===== config.mk =====
export PLATFORM = sky130hd
export DESIGN_NAME = sram_rw_ctrl_flat
export DESIGN_NICKNAME = d
export VERILOG_FILES = /design/src/rtl/sram_rw_ctrl_if.sv /design/src/rtl/sram_rw_ctrl.sv /design/src/flat_wrapper.sv
export SDC_FILE = /design/constraint.sdc
export NUM_CORES = 1
export LEC_CHECK = 0
export ABC_AREA = 1
export CAP_MARGIN = 10
export CORE_ASPECT_RATIO = 1.2
export CORE_MARGIN = 5
export CORE_UTILIZATION = 40
export DETAILED_ROUTE_END_ITERATION = 10
export PLACE_DENSITY = 0.79
export SETUP_SLACK_MARGIN = 0.5
export SLEW_MARGIN = 15
export SYNTH_ARGS = -nofsm -noshare
export SYNTH_HDL_FRONTEND = slang
export SYNTH_SLANG_ARGS = --single-unit

===== constraint.sdc =====
create_clock -name clock -period 2.6 [get_ports clock]
set_clock_uncertainty 0.05 [all_clocks]
set_input_delay 0.65 -clock clock [delete_from_list [all_inputs] [get_ports clock]]
set_output_delay 0.65 -clock clock [all_outputs]
set_load 0.01 [all_outputs]

===== src/rtl/sram_rw_ctrl_if.sv =====
// Request and read-response handshake bundle between a requester and sram_rw_ctrl.
interface sram_rw_ctrl_if #(
  parameter int ADDR_W = 8,
  parameter int DATA_W = 64
);
  logic              req_valid;
  logic              req_ready;
  logic              req_wmode;
  logic [ADDR_W-1:0] req_addr;
  logic [DATA_W-1:0] req_wdata;
  logic              resp_valid;
  logic              resp_ready;
  logic [DATA_W-1:0] resp_rdata;

  modport master (
    output req_valid, req_wmode, req_addr, req_wdata, resp_ready,
    input  req_ready, resp_valid, resp_rdata
  );

  modport slave (
    input  req_valid, req_wmode, req_addr, req_wdata, resp_ready,
    output req_ready, resp_valid, resp_rdata
  );
endinterface


===== src/rtl/sram_rw_ctrl.sv =====
// Single-port SRAM access controller: passes accepted requests straight to the SRAM and
// buffers read data in a 2-entry response FIFO with fixed two-cycle read latency.
module sram_rw_ctrl_chk (
  input logic       clock,
  input logic       reset_n,
  input logic       push,
  input logic       pop,
  input logic [1:0] count
);
  // Admission control must make a push into a full FIFO without a pop impossible.
  no_overflow_a: assert property (@(posedge clock) disable iff (!reset_n)
    !(push && !pop && (count == 2'd2)));
endmodule

module sram_rw_ctrl #(
  parameter int ADDR_W = 8,
  parameter int DATA_W = 64
) (
  input  logic              clock,
  input  logic              reset_n,
  sram_rw_ctrl_if.slave     bus,
  output logic              mem_en,
  output logic              mem_wmode,
  output logic [ADDR_W-1:0] mem_addr,
  output logic [DATA_W-1:0] mem_wdata,
  input  logic [DATA_W-1:0] mem_rdata,
  output logic [15:0]       rd_cnt,
  output logic [15:0]       wr_cnt
);
  logic              run_r;
  logic              inflight_r;
  logic [1:0]        count_r;
  logic              wr_ptr_r;
  logic              rd_ptr_r;
  logic [DATA_W-1:0] fifo_r [0:1];
  logic [15:0]       rd_cnt_r;
  logic [15:0]       wr_cnt_r;

  logic [2:0]        occ_s;
  logic              pop_s;
  logic              push_s;
  logic              ready_s;
  logic              accept_s;

  // Admission: a slot must be free counting the read still in flight, unless the head leaves now.
  always_comb begin
    occ_s    = {1'b0, count_r} + {2'b00, inflight_r};
    pop_s    = (count_r != 2'd0) && bus.resp_ready;
    push_s   = inflight_r;
    ready_s  = run_r && ((occ_s < 3'd2) || pop_s);
    accept_s = bus.req_valid && ready_s;
  end

  assign bus.req_ready  = ready_s;
  assign bus.resp_valid = (count_r != 2'd0);
  assign bus.resp_rdata = fifo_r[rd_ptr_r];
  assign mem_en         = accept_s;
  assign mem_wmode      = bus.req_wmode;
  assign mem_addr       = bus.req_addr;
  assign mem_wdata      = bus.req_wdata;
  assign rd_cnt         = rd_cnt_r;
  assign wr_cnt         = wr_cnt_r;

  // Inflight tracking, response FIFO and saturating activity counters.
  always_ff @(posedge clock or negedge reset_n) begin
    if (!reset_n) begin
      run_r      <= 1'b0;
      inflight_r <= 1'b0;
      count_r    <= 2'd0;
      wr_ptr_r   <= 1'b0;
      rd_ptr_r   <= 1'b0;
      fifo_r[0]  <= {DATA_W{1'b0}};
      fifo_r[1]  <= {DATA_W{1'b0}};
      rd_cnt_r   <= 16'h0000;
      wr_cnt_r   <= 16'h0000;
    end else begin
      run_r      <= 1'b1;
      inflight_r <= accept_s && !bus.req_wmode;
      if (push_s) begin
        fifo_r[wr_ptr_r] <= mem_rdata;
        wr_ptr_r         <= ~wr_ptr_r;
      end
      if (pop_s) begin
        rd_ptr_r <= ~rd_ptr_r;
      end
      case ({push_s, pop_s})
        2'b10:   count_r <= count_r + 2'd1;
        2'b01:   count_r <= count_r - 2'd1;
        default: count_r <= count_r;
      endcase
      if (pop_s && (rd_cnt_r != 16'hFFFF)) begin
        rd_cnt_r <= rd_cnt_r + 16'd1;
      end
      if (accept_s && bus.req_wmode && (wr_cnt_r != 16'hFFFF)) begin
        wr_cnt_r <= wr_cnt_r + 16'd1;
      end
    end
  end

  sram_rw_ctrl_chk u_chk (
    .clock   (clock),
    .reset_n (reset_n),
    .push    (push_s),
    .pop     (pop_s),
    .count   (count_r)
  );
endmodule


===== src/flat_wrapper.sv =====
// flat-port wrapper written by rule: the top's interface ports become plain ports
module sram_rw_ctrl_flat 
#(
  parameter int ADDR_W = 8,
  parameter int DATA_W = 64
)
  (clock, reset_n, mem_en, mem_wmode, mem_addr, mem_wdata, mem_rdata, rd_cnt, wr_cnt, bus_req_valid, bus_req_wmode, bus_req_addr, bus_req_wdata, bus_resp_ready, bus_req_ready, bus_resp_valid, bus_resp_rdata);
  sram_rw_ctrl_if #(.ADDR_W(ADDR_W), .DATA_W(DATA_W)) bus_i ();
  input  logic clock;
  input  logic reset_n;
  output logic mem_en;
  output logic mem_wmode;
  output logic [ADDR_W-1:0] mem_addr;
  output logic [DATA_W-1:0] mem_wdata;
  input  logic [DATA_W-1:0] mem_rdata;
  output logic [15:0] rd_cnt;
  output logic [15:0] wr_cnt;
  input wire logic [$bits(bus_i.req_valid)-1:0] bus_req_valid;
  input wire logic [$bits(bus_i.req_wmode)-1:0] bus_req_wmode;
  input wire logic [$bits(bus_i.req_addr)-1:0] bus_req_addr;
  input wire logic [$bits(bus_i.req_wdata)-1:0] bus_req_wdata;
  input wire logic [$bits(bus_i.resp_ready)-1:0] bus_resp_ready;
  output wire logic [$bits(bus_i.req_ready)-1:0] bus_req_ready;
  output wire logic [$bits(bus_i.resp_valid)-1:0] bus_resp_valid;
  output wire logic [$bits(bus_i.resp_rdata)-1:0] bus_resp_rdata;
  assign bus_i.req_valid = bus_req_valid;
  assign bus_i.req_wmode = bus_req_wmode;
  assign bus_i.req_addr = bus_req_addr;
  assign bus_i.req_wdata = bus_req_wdata;
  assign bus_i.resp_ready = bus_resp_ready;
  assign bus_req_ready = bus_i.req_ready;
  assign bus_resp_valid = bus_i.resp_valid;
  assign bus_resp_rdata = bus_i.resp_rdata;
  sram_rw_ctrl #(.ADDR_W(ADDR_W), .DATA_W(DATA_W)) u_core (.clock(clock), .reset_n(reset_n), .bus(bus_i), .mem_en(mem_en), .mem_wmode(mem_wmode), .mem_addr(mem_addr), .mem_wdata(mem_wdata), .mem_rdata(mem_rdata), .rd_cnt(rd_cnt), .wr_cnt(wr_cnt));
endmodule

## Yosys cells after proc, flatten, opt, wreduce, memory -nomap -nowiden

Cells that the tools add are included.

- Flip-flop bits (word level): 166
- Word-level logic and storage cells: 45
- Input bits: 141

- Add/sub/neg operators: 5
- Muxes and demuxes: 7
- Equal/unequal tests: 4
- Bitwise gates (word level): 4
- Reduce and logical (&&, ||, !) cells: 12
- Magnitude comparators: 4

Operators by type and width:

| cell | number |
|---|---|
| 2-to-1 mux 64 bit | 4 |
| bitwise mux 128 bit | 1 |
| demux 64 bit (select 1 bit) | 1 |
| adder 16 x 1 -> 16 bit, second input constant | 2 |
| != test 16 bit, second input constant | 2 |
| logical AND 1 bit | 8 |
| greater-or-equal comparator 2 bit, second input constant | 2 |
| NOT 1 -> 2 bit | 2 |
| one-hot mux 2 bit (2 select lines) | 1 |
| nonzero test 2 bit | 2 |
| adder 2 x 1 -> 3 bit | 1 |
| < comparator 3 x 2 -> 1 bit, second input constant | 1 |
| adder 2 x 1 -> 2 bit, second input constant | 1 |
| equality test 2 x 1 -> 1 bit, second input constant | 1 |
| equality test 2 bit, second input constant | 1 |
| < comparator 2 x 1 -> 1 bit, second input constant | 1 |
| NOT 1 bit | 2 |
| subtractor 2 x 1 -> 2 bit, second input constant | 1 |
| logical NOT 1 bit | 1 |
| logical OR 1 bit | 1 |

## Longest topological paths before layout

Gate-level depths: netlist (run 1).

- Word-level depth: 7
- Gate-level depth with buffers: 10
- Mapped depth without buffers: 10

## Worst setup path after synthesis (run 1)

Ideal clock, no wire load.

- Path type: register -> output
- Start: register u_core.rd_ptr_r
- End: output port bus_resp_rdata[0]
- Arrival: 1.088 ns
- Cell stages (with the launch flop): 4
- Setup slack: 0.812 ns
- Cells stage by stage: dfrtp_1 buf_2 buf_2 mux2_2

- Word-level cells in the longest chain between the ends: 4

Ends and longest elaborated chain:

| what | line | RTL |
|---|---|---|
| start: declaration | sram_rw_ctrl.sv:34 | `logic rd_ptr_r;` |
| start signal: assignment | sram_rw_ctrl.sv:84 | `rd_ptr_r <= ~rd_ptr_r;` |
| NOT 1 -> 2 bit (implied by the code) | sram_rw_ctrl.sv:56 | `assign bus.resp_rdata = fifo_r[rd_ptr_r];` |
| 2-to-1 mux 64 bit (implied by the code) (3 in a row) | sram_rw_ctrl.sv:56 |  |
| end: declaration | flat_wrapper.sv:25 | `output wire logic [$bits(bus_i.resp_rdata)-1:0] bus_resp_rdata;` |

No other way between the ends. The select of a mux whose other input is x is not followed.

## Worst setup path after layout (run 1)

- Start: register u_core.rd_ptr_r
- End: output port bus_resp_rdata[27]

The elaborated chain is that of the path after synthesis.

==> reports/metrics.cfg, run 1 <==
[outcome]
run_status=complete, no violations

[clocking]
cts_inserted_buffers=17
cts_htree_levels=4
clk_transition_reported_paths_ns=0.08
ctsRootBufferMaster=sky130_fd_sc_hd__clkbuf_16
tritoncts=done
total_number_of_clock_tree_sinks=166
clock_tree.buffer_depth=2
clkLatencyLatePin_ns=0.42

[drt]
detail_route.first_pass.iterations=5
via_count=6422
drtAntennaViolNets=0
detail_route.wirelength_um=19900
drc_errors=0
vias_per_cell=4.79
routedWlPerCell_um=14.8
drt_iter0_drc=220

[global_routing]
grt_first_pass_wirelength_um=32300
globalRouteTotalUtil_pct=16.6
number_of_global_route_vias_before_repair=6638
grt_antenna_before_repair=0
grt_max_degree=84
grt_overflow=0

[yosys]
asyncSetResetFlopFracSynth_pct=100
netlist.top_cell.by_area=sky130_fd_sc_hd__dfrtp_1
synth.area.mux_share_pct=8.68
mappedNetlistNets=1080
synthMostInstantiatedCell=sky130_fd_sc_hd__nand2_1
yosys.area_share.adder_pct=0.452
synth_sequential_area_ratio_pct=50.0
synth_xor_xnor_area_share_pct=1.79
netlist_area_sq_mm=0.00830
synthDistinctLibCells=32
yosys_most_used_dff=sky130_fd_sc_hd__dfrtp_1
ys_top_cells_by_area=sky130_fd_sc_hd__dfrtp_1, sky130_fd_sc_hd__nand2_1, sky130_fd_sc_hd__mux2_2, sky130_fd_sc_hd__o21ai_0, sky130_fd_sc_hd__buf_4
synth_enable_flop_cells=0
synth_top_area_share_pct=50.0
share_of_the_synthesized_area_in_compound_gates_ao_oa_aoi_oai_pct=8.59
largest_family_of_logic_cells_by_synthesized_area=simple AND/OR/NAND/NOR gates
ys_seq_elements=166
synthesis.yosys.warnings=0
synth_commonest_cells=sky130_fd_sc_hd__nand2_1, sky130_fd_sc_hd__dfrtp_1, sky130_fd_sc_hd__o21ai_0
post_synth_inst_count=936
synth_simple_gate_area_share_pct=17.1
synth.avg_cell_area_sq_um=8.87

[worst_setup_path]
critical_path.max_fanout=8
crit_arrival_ns=1.69
cp.required_ns=1.90
critical_path.endpoint=bus_resp_rdata[27]
timing.reg2reg.worst_path_depth=13
critPathCaptureType=primary output
critical_path.reg2reg.startpoint=u_core.count_r[0]
reg2reg_to=u_core.wr_cnt[11]
regToRegSetupSlack_ns=0.66
crit_path_start=u_core.rd_ptr_r
timing.critical_path.from_type=register
worstSetupPathType=register to primary output

[finish]
post-route-cell-area_sq_mm=0.0110
final_layout_size_suffix_gt1_share_pct=24.4
area_growth_syn_to_layout_pct=32.4
final_cells=1341
net_count_of_the_finished_layout=1207
antenna_cells=0

[flow_run]
maxCapViolCount=0

[pwr]
total_leakage_power_uw=0.00551
powerDensity_mw_per_mm2=1170
ir_worst_vdd_mv=0.549
totalPowerFinal_uw=12900

[placement]
dpl_cell_area_sq_mm=0.00974
dp.cells=1270
dp.final_hpwl_um=12700
place.port_buffers=168
place_congestion=0.798

[die]
die_h_um=168
core.rowCount=57
start_util_pct=40.8
floorplan.die_area_sq_mm=0.0238
io_pins=313
fp.coreArea_sq_mm=0.0203
die_w_um=142

[sta]
maxSlewViolCount=0
finalSetupViolations=0
achievable-frequency_mhz=419
timing.final.crit_share_pct=91.8
report.final.hold_viol_count=0
finalSetupTns_ns=0
final.min_clock_period_ns=2.39
rsz0062_at_grt=true

[worst_hold_path]
hold_path.class=input port to asynchronous set/reset pin

-- worst min-delay path by stage --
| stage | cells after the start | from | end |
|---|---|---|---|
| final | 1 | reset_n | u_core.fifo_r[96] |
| after global routing | 1 | reset_n | u_core.fifo_r[93] |
| after CTS | 1 | reset_n | u_core.fifo_r[28] |
| after detailed placement | 2 | u_core.fifo_r[40] | u_core.fifo_r[40] |
| after global placement | 2 | u_core.fifo_r[1] | u_core.fifo_r[1] |
| after floorplan | 0 | reset_n | u_core.count_r[0] |
-- where the power goes --
group | leakage, uW | internal [uW] | switching (uW)
registers | 0.00202 | 3680 | 618
logic | 0.00319 | 3570 | 2500
clock network | 0.000293 | 1310 | 1210
total | 0.00551 | 8560 | 4330
-- repair_timing --
| action | CTS | global route |
|---|---|---|
| gates cloned | 4 | 3 |
| pin swaps | 1 | 3 |
| endpoints found under the hold margin | 0 | 0 |
| gates resized for setup | 288 | 131 |
| setup buffers | 30 | 2 |
| hold buffers | 0 | 0 |
| endpoints found under the setup margin | 100 | 83 |
-- flip-flops by register name, indices dropped and copies added, names as in the netlist --
name	count
u_core.fifo_r	128
u_core.rd_cnt	16
u_core.wr_cnt	16
u_core.count_r	2
u_core.inflight_r	1
u_core.rd_ptr_r	1
u_core.run_r	1
u_core.wr_ptr_r	1
-- placed cells by master (no fill, tap or decap), drive strengths merged --
master         count
clkinv             8
nand2            278
o21ai            136
ha                 3
mux2              64
nor2              34
buf              112
a21boi             1
xnor2             12
clkbuf            24
nand4             12
dlymetal6s2s       1
nand3             16
xor2               5
clkdlybuf4s50     76
dfrtp            166
nand3b             1
a21oi              2
conb               1
or2                1
inv              100
dlygate4sd2       23
-- stage by stage --
step / setup slack [ns] / hold slack [ns] / util [%]
after detailed placement: -0.0184 / 0.419 / 47.9
after floorplan: 0.812 / 0.304 / -
after global placement: -0.0168 / 0.410 / 47.9
final: 0.213 / 0.0624 / 54.1
after global routing: 0.152 / 0.0620 / 54.1
after CTS: 0.126 / 0.0463 / 52.4
-- kinds of logic (layout without fill, tap and decap cells) --
kind of cell | Yosys count | after routing
AOI/OAI and AO/OA | 139 | 139
xor gates and xnor gates | 17 | 17
adders and majority gates | 3 | 3
buffers and inverters | 204 | 344
DFF | 166 | 166
muxes | 64 | 64
other | 1 | 1
and+or+nand+nor | 342 | 342
-- per-layer routing --
metal / global-route usage [%] / wire length [um] / vias to the layer above
met4: 6.39 / 483 / 0
li1: - / - / 3151
met5: 0 / 0 / -
met1: 21.2 / 8500 / 3065
met2: 27.7 / 9870 / 157
met3: 3.46 / 1050 / 49
-- area by class of cell --
type,instances,area [sq um]
multi-input combinational,566,3180
fill,1825,9330
tap,265,332
clock buffer,17,425
clock inverter,15,176
inverter,93,350
sequential,166,4180
timing repair buffer,219,2350
-- worst max-delay path, stage by stage (launching register included) --
cell,delay (ns)
sky130_fd_sc_hd__dfrtp_2,0.42
sky130_fd_sc_hd__buf_12,0.16
sky130_fd_sc_hd__buf_6,0.12
sky130_fd_sc_hd__buf_16,0.14
sky130_fd_sc_hd__mux2_4,0.30
sky130_fd_sc_hd__buf_6,0.12
(Power assumes the default switching activity.)
==> inputs of run 2 (changes only) <==
CELL_PAD_IN_SITES_DETAIL_PLACEMENT = 1   (was not set)
CELL_PAD_IN_SITES_GLOBAL_PLACEMENT = 2   (was not set)
CORE_UTILIZATION = 27   (was 40)
PLACE_DENSITY = 0.9   (was 0.79)
TNS_END_PERCENT = 1   (was not set)
==> reports/metrics.cfg, run 2 (synthesis gave the netlist of run 1 again) <==
[pwr]
sequentialPowerShare_pct=35.9
sw_share_pct=34.1
combPwrFrac_pct=43.0
ir_worst_vdd_mv=0.440
powerDensity_mw_per_mm2=1130
total_leakage_power_uw=0.00516
internal_power_uw=7960
totalPowerFinal_uw=12100
share_of_total_power_in_the_clock_network_pct=21.1
net-switching-power_uw=4110

[sta]
max_slew.worst_pin.slew_ns=0.716
report.final.hold_viol_count=0
worst_path_setup_slack_after_routing_ns=0.116
maxSlewViolCount=0
finalSetupTns_ns=0
finalSetupViolations=0
timing.final.crit_share_pct=95.6
achievable-frequency_mhz=403
maxSlewHeadroom_pct=52.3
rsz0062_at_grt=true
final.min_clock_period_ns=2.48

[clocking]
clkLatencyLatePin_ns=0.42
tritoncts=done
ctsRootBufferMaster=sky130_fd_sc_hd__clkbuf_16
cts_htree_levels=4
cts-hold-fix-buffers=0
total_number_of_clock_tree_sinks=166
cts_inserted_buffers=17
clock_tree.buffer_depth=2
clk_transition_reported_paths_ns=0.07

[flow_run]
maxCapViolCount=0

[worst_setup_path]
critical_path_buf_inv_count=4
crit_arrival_ns=1.78
timing.reg2reg.worst_path_depth=10
regToRegSetupSlack_ns=0.84
critical_path.max_fanout=11
crit_path_top_delay_cell=sky130_fd_sc_hd__dfrtp_4
timing.critical_path.from_type=register
worst_path_most_repeated_cell=sky130_fd_sc_hd__buf_12
critPathCaptureType=primary output
critical_path.endpoint=bus_resp_rdata[12]
list_of_cells_traversed_by_the_critical_path=buf_12 -> buf_12 -> buf_16 -> mux2_2 -> buf_6
reg2reg_to=u_core.rd_cnt[11]
critical_path.reg2reg.startpoint=u_core.rd_cnt[0]
critical-path-max-stage-delay_ns=0.53
critical_path_cell_count=5
cp.required_ns=1.90
crit_path_start=u_core.rd_ptr_r
cell_type_group_with_the_largest_total_delay_on_the_critical_path=buffers and inverters
worstSetupPathType=register to primary output

[finish]
area_growth_syn_to_layout_pct=29.2
layout.cells.most_common_list=sky130_fd_sc_hd__nand2_1, sky130_fd_sc_hd__dfrtp_1, sky130_fd_sc_hd__o21ai_0, sky130_fd_sc_hd__clkdlybuf4s50_1, sky130_fd_sc_hd__inv_1
final_cells=1459
net_count_of_the_finished_layout=1194
largest_register_ffs=128
final_core_utilization_pct=35.3
antenna_cells=0
final.fill_count=3595
layout.cells.most_common=sky130_fd_sc_hd__nand2_1
final_layout_size_suffix_gt1_share_pct=20.0
max_flop_register=u_core.fifo_r

[drt]
detail_route.wirelength_um=22000
drtAntennaViolNets=0
drt_iter0_drc=354
vias_per_cell=4.33
detail_route.first_pass.iterations=4
via_count=6316
drc_errors=0
routedWlPerCell_um=15.1

[global_routing]
grt_max_degree=129
number_of_global_route_vias_before_repair=6771
grt.met2_usage_pct=21.9
globalRouteTotalUtil_pct=12.8
met3_usage_pct=2.86
grt_overflow=0
global_route.peak_usage_layer=met2
met1_routing_resource_usage_after_global_routing_pct=16.4
grt_first_pass_wirelength_um=35700
grt_antenna_before_repair=2

[die]
io_pins=313
die_w_um=170
fp.coreArea_sq_mm=0.0304
core.rowCount=70
die_h_um=202
floorplan.die_area_sq_mm=0.0344
start_util_pct=27.3

[placement]
dpl_worst_slack_ns=-0.0114
dp.final_hpwl_um=14700
place_congestion=0.747
dp.cells=1408
place.port_buffers=168

[worst_hold_path]
hold_path.class=input port to asynchronous set/reset pin

[outcome]
run_status=complete, no violations

## run 2: cell count changes in the layout (fill, tap and decap cells not counted), moves of 7 or more
cell	before	now
sky130_fd_sc_hd__mux2_4	30	5
sky130_fd_sc_hd__dfrtp_2	17	0
sky130_fd_sc_hd__mux2_2	34	59
sky130_fd_sc_hd__dfrtp_1	149	165
sky130_fd_sc_hd__buf_2	3	28
sky130_fd_sc_hd__buf_6	67	25
sky130_fd_sc_hd__dlygate4sd2_1	23	10
sky130_fd_sc_hd__buf_4	28	21
sky130_fd_sc_hd__clkdlybuf4s50_1	76	101
## run 2: area by class of cell
| cell class | count | area, sq um | share of cell area [%] |
|---|---|---|---|
| Clock buffer | 19 | 453 | 4.22 |
| Multi-Input combinational cell | 566 | 3070 | 28.6 |
| Inverter | 93 | 350 | 3.27 |
| Timing Repair Buffer | 206 | 2060 | 19.2 |
| Sequential cell | 166 | 4160 | 38.8 |
| Clock inverter | 13 | 136 | 1.27 |
| Tap cell | 396 | 495 | 4.62 |
## run 2: metal layers
metal / wire [um] / vias up
li1: - / 3120
met1: 9750 / 3038
met2: 10900 / 126
met3: 1100 / 28
met4: 233 / 4
met5: 27 / -
## run 2: repair_timing
action / CTS / global route
gates cloned: 4 / 0
endpoints found under the setup margin: 100 / 100
hold endpoints to repair: 0 / 0
buffers inserted: 15 / 0
resized for setup: 255 / 7
## run 2: power groups by stage
stage	Sequential, uW	Clock [uW]	Combinational [uW]
2_1_floorplan	4180	0	2710
3_3_place_gp	4290	0	4950
3_5_place_dp	4370	0	5050
4_1_cts	4340	2650	5240
5_1_grt	4470	2750	5700
6_report	4330	2540	5190
## run 2: worst min-delay path by stage
stage / endpoint / slack [ns]
after floorplan: u_core.count_r[0] / 0.30
after global placement: u_core.fifo_r[46] / 0.41
after detailed placement: u_core.fifo_r[52] / 0.42
after CTS: u_core.fifo_r[32] / 0.21
after global routing: u_core.fifo_r[32] / 0.24
final: u_core.fifo_r[32] / 0.19
## run 2: metrics by stage
step	cell area, sq um	hold slack, ns
3_3_place_gp	9960	0.409
2_1_floorplan	8300	0.304
5_1_grt	10700	0.241
3_5_place_dp	9960	0.419
6_report	10700	0.195
4_1_cts	10700	0.212
